[src/rtl/imm_extend_unit.sv]
`default_nettype none
// ============================================================================
// Module      : imm_extend_unit
// Description : Immediate extender with a 2-entry result FIFO and
//               valid/ready handshakes on both sides.
// Revision    : 1.0 - initial release
// ============================================================================
module imm_extend_unit #(
    parameter int IN_W     = 16,
    parameter int OUT_W    = 32,
    parameter int SHAMT_LO = 6,
    parameter int SHAMT_W  = 5
) (
    input  logic             CLK,
    input  logic             Reset,
    input  logic             flush,
    input  logic             in_valid,
    output logic             in_ready,
    input  logic [IN_W-1:0]  i_num,
    input  logic [2:0]       ExtSel,
    output logic             out_valid,
    input  logic             out_ready,
    output logic [OUT_W-1:0] o_num,
    output logic             o_illegal
);

    localparam logic [2:0] c_sel_shamt = 3'b000;
    localparam logic [2:0] c_sel_zext  = 3'b001;
    localparam logic [2:0] c_sel_sext  = 3'b010;
    localparam logic [2:0] c_sel_upper = 3'b011;
    localparam logic [2:0] c_sel_sext8 = 3'b100;
    localparam logic [1:0] c_depth     = 2'd2;

    logic [OUT_W-1:0] r_data [2];
    logic             r_ill  [2];
    logic             r_wptr;
    logic             r_rptr;
    logic [1:0]       r_count;

    logic [OUT_W-1:0] w_ext;
    logic             w_ill;
    logic             w_push;
    logic             w_pop;
    logic [1:0]       w_count_nxt;

    // Result is formed on the way in so the FIFO holds finished values.
    always_comb begin
        w_ext = {{(OUT_W-IN_W){i_num[IN_W-1]}}, i_num};
        w_ill = 1'b0;
        case (ExtSel)
            c_sel_shamt: w_ext = {{(OUT_W-SHAMT_W){1'b0}}, i_num[SHAMT_LO +: SHAMT_W]};
            c_sel_zext:  w_ext = {{(OUT_W-IN_W){1'b0}}, i_num};
            c_sel_sext:  w_ext = {{(OUT_W-IN_W){i_num[IN_W-1]}}, i_num};
            c_sel_upper: w_ext = {i_num, {(OUT_W-IN_W){1'b0}}};
            c_sel_sext8: w_ext = {{(OUT_W-8){i_num[7]}}, i_num[7:0]};
            default: begin
                w_ext = {{(OUT_W-IN_W){i_num[IN_W-1]}}, i_num};
                w_ill = 1'b1;
            end
        endcase
    end

    // Handshake flags depend only on registered occupancy.
    assign in_ready  = (r_count < c_depth);
    assign out_valid = (r_count != 2'd0);
    assign w_push    = in_valid & in_ready;
    assign w_pop     = out_valid & out_ready;

    always_comb begin
        w_count_nxt = r_count;
        if (flush) begin
            w_count_nxt = 2'd0;
        end else if (w_push && !w_pop) begin
            w_count_nxt = r_count + 2'd1;
        end else if (!w_push && w_pop) begin
            w_count_nxt = r_count - 2'd1;
        end
    end

    always_ff @(posedge CLK or negedge Reset) begin
        if (!Reset) begin
            r_count <= 2'd0;
            r_wptr  <= 1'b0;
            r_rptr  <= 1'b0;
        end else begin
            r_count <= w_count_nxt;
            if (flush) begin
                r_wptr <= 1'b0;
                r_rptr <= 1'b0;
            end else begin
                if (w_push) r_wptr <= ~r_wptr;
                if (w_pop)  r_rptr <= ~r_rptr;
            end
        end
    end

    always_ff @(posedge CLK or negedge Reset) begin
        if (!Reset) begin
            r_data[0] <= '0;
            r_data[1] <= '0;
            r_ill[0]  <= 1'b0;
            r_ill[1]  <= 1'b0;
        end else if (w_push && !flush) begin
            r_data[r_wptr] <= w_ext;
            r_ill[r_wptr]  <= w_ill;
        end
    end

    assign o_num     = out_valid ? r_data[r_rptr] : '0;
    assign o_illegal = out_valid ? r_ill[r_rptr]  : 1'b0;

endmodule
`default_nettype wire

[config.mk]
export PLATFORM = sky130hd
export DESIGN_NAME = imm_extend_unit
export DESIGN_NICKNAME = d
export VERILOG_FILES = /design/src/rtl/imm_extend_unit.sv
export SDC_FILE = /design/constraint.sdc
export NUM_CORES = 1
export LEC_CHECK = 0
export ABC_CLOCK_PERIOD_IN_PS = 1700
export CAP_MARGIN = 20
export CELL_PAD_IN_SITES_DETAIL_PLACEMENT = 1
export CELL_PAD_IN_SITES_GLOBAL_PLACEMENT = 1
export CORE_MARGIN = 2
export CORE_UTILIZATION = 35
export DETAILED_ROUTE_END_ITERATION = 10
export GPL_TIMING_DRIVEN = 0
export PLACE_DENSITY_LB_ADDON = 0.1
export SYNTH_ARGS = -nofsm -noshare
export SYNTH_HDL_FRONTEND = slang
export SYNTH_SLANG_ARGS = --single-unit
export TNS_END_PERCENT = 50
[constraint.sdc]
create_clock -name CLK -period 1.7 [get_ports CLK]
set_input_delay 0.34 -clock CLK [delete_from_list [all_inputs] [get_ports CLK]]
set_output_delay 0.34 -clock CLK [all_outputs]
set_load 0.005 [all_outputs]
==> summary.txt <==
Final Worst Setup Slack = -0.1717 ns
First-pass GRT wire length = 17880 µm
Top post-synthesis cells by area = dfrtp_1 (50%), mux2i_1 (9.4%), a31oi_1 (9.0%)
Slew @ Worst Pin = 0.5183 ns
Minimum clock period = 1.872 ns
Via Count = 3210
Slowest-stage cell, CP = dfrtp_2
Maximum clock insertion buffer count = 2
Post-Syn Nets = 401
GR Util All Layers = 0.2104
Vias in the first global route = 3264
Violated checks = negative setup slack
Maximum VDD drop = 394.8 µV
Status = complete, but fails checks
Routed Antenna Nets = 0
DIE AREA = 10900 µm²
Initial core utilization = 0.3610
Setup Viol. Count Final = 34
FFs w/ async S/R, synth = 1.000
Row count = 36
Leak pwr = 2.136 nW
Element type at the critical path end = output port
Synth top area share = 0.4965
Dpl cells = 567
Reg2reg start = r_count[1]
Skew-Pair Late Insertion Delay = 0.34 ns
Maximum number of pins on one net before global-route repair = 53
Fmax = 534.3 MHz
Main synth FF type = dfrtp_1
Type of origin of the critical path = flop
Syn Inst Count = 377
Diode count = 0
Slew HR = 0.6496
Nets = 492
H-tree levels = 3
CP arrival = 1.53 ns
Fillers = 1097
Post-synth EDFFs = 0
Crit path required time = 1.36 ns
Port Buffers = 56
CP most frequent cell = buf_12
Crit path from = r_rptr
Wirelength, routed = 11530 µm
Clk pin slew, worst setup/hold paths = 0.07 ns
CORE AREA = 9774 µm²
Final Power = 5.403 mW
Seq/Total Area, Yosys = 0.4965
Die H = 104.4 µm
Dpl ws = -0.8959 ns
Mapped cell area = 3528 µm²
Cell with the most instances after synthesis = nor2_1
Iter 0 DRT Violations = 123
CTS root buf = clkbuf_8
CTS tree = built
TritonCTS Buffers = 9
Average size of a mapped cell = 9.359 µm²
Max incr delay on CP = 0.37 ns
GPL Wtd Cong = 0.7645
FF/Latch Area = 1754 µm²
Kind of critical path = reg -> out
GRT overflow = 0
Final Instance Count excl. Fillers = 605
Initial antenna violation count = 0
Min-delay src = flush
RSZ-0062 raised after global routing = true
Yosys cell types = 32
Routed len/inst = 19.06 µm
Hold Crit Class = in -> reg
PD cells = 1039 nW/µm²
Max_cap viols = 0
TritonRoute pass-1 iters = 4
Final Skew = 0.007439 ns
Yosys warnings = 0
Synth Register Bits = 70
Slew Limit Fails = 0
Drt drc = 0
Crit-path cells = buf_12 -> buf_12 -> mux2i_2 -> nor2_4 -> buf_2
DR vias/cell = 5.306
Hpwl dp = 7455 µm
Tcrit/Tclk final = 1.101
Clk sinks = 70
Crit Path Max Fanout = 10
Fin util = 0.5323
Area grow syn2layout = 47.45%
Top Ports = 59
Tightest hold margin = 0.1823 ns
Share of layout cells above drive strength 1 = 0.3665
Final Hold Viols = 0
Die width = 104.4 µm
Footprint of the multi-input gates = 2024 µm²
Largest area contributor in the netlist = dfrtp_1
Post-synth top cells = nor2_1 (78), dfrtp_1 (70), a31oi_1 (51)
==> kinds of logic after synthesis <==
family                 count (synthesis)  share of synthesized area
buffers and inverters                 36                    0.05532
AO/OA/AOI/OAI                         93                     0.1656
multiplexers                          33                    0.09362
flip-flops                            70                     0.4965
XOR/XNOR                               3                   0.007448
AND/OR/NAND/NOR                      142                     0.1816
==> worst paths after layout <==
path,slack [ns],to,depth (start not counted)
worst min register to register,0.48,r_data[42],2
max in group asynchronous,0.73,r_data[12],3
min in group asynchronous,0.42,r_data[1],2
worst max register to register,0.05,r_data[3],5
worst min-delay path,0.18,r_count[0],2
worst max-delay path,-0.17,o_num[25],5
==> layout by cell type, fill, tap and decap left out, types with 3 or more instances in the layout <==
master	instances
a21oi_1	6
clkdlybuf4s50_1	19
dfrtp_1	68
nor2_4	20
clkbuf_8	11
buf_12	7
o21ai_2	10
nor2_1	53
mux2i_2	9
a31oi_4	4
nor2_2	5
buf_4	17
clkbuf_16	5
a31oi_2	3
o21ai_0	23
nor4b_1	5
nor2b_1	3
mux2i_1	12
mux2i_4	12
buf_6	13
a31oi_1	44
buf_8	5
clkbuf_1	6
nand2_1	43
buf_2	38
==> flip-flops by register name, indices dropped and copies added (netlist names) <==
name     flops
r_data      64
r_wptr       1
r_rptr       1
r_count      2
r_ill        2
==> stage by stage <==
step,setup TNS (ns),cell area [µm²]
5_1_grt,-6.293,5202
3_5_place_dp,-48.24,4280
6_report,-4.122,5202
2_1_floorplan,0,3528
4_1_cts,-6.084,4690
3_3_place_gp,-202.00,4255
==> worst max-delay path: cells and delay by family (launching register included) <==
kind,cells,cell delay [ns]
simple gates,1,0.06
flops,1,0.37
mux,1,0.31
buf+inv,3,0.45
==> routing by layer <==
metal,track usage,share of wire,vias up
met1,0.2938,0.46,1636
met4,0.06178,0.0094,0
met3,0.03258,0.046,10
met2,0.3371,0.49,65
li1,-,-,1499
met5,0,0,-
==> cell type report <==
cell class / instances / share of cell area
Buffer: 33 / 0.06926
Sequential cell: 70 / 0.3372
Timing Repair Buffer: 81 / 0.1424
Multi-Input combinational cell: 271 / 0.3891
Clock inverter: 2 / 0.001924
Clock buffer: 13 / 0.02670
Inverter: 2 / 0.001443
Tap cell: 133 / 0.03199
==> what timing repair did <==
| item | CTS | global route |
|---|---|---|
| resized for setup | 214 | 89 |
| hold buffers | 1 | 0 |
| setup endpoints to repair | 66 | 94 |
| endpoints found under the hold margin | 18 | 0 |
| pin swaps | 32 | 6 |
| setup buffers | 9 | 10 |
| gates cloned | 3 | 2 |
==> power by group <==
group	switching [mW]	internal, mW
Sequential	0.362	2.12
Combinational	0.875	0.936
Clock	0.596	0.520
(Power assumes the default switching activity.)
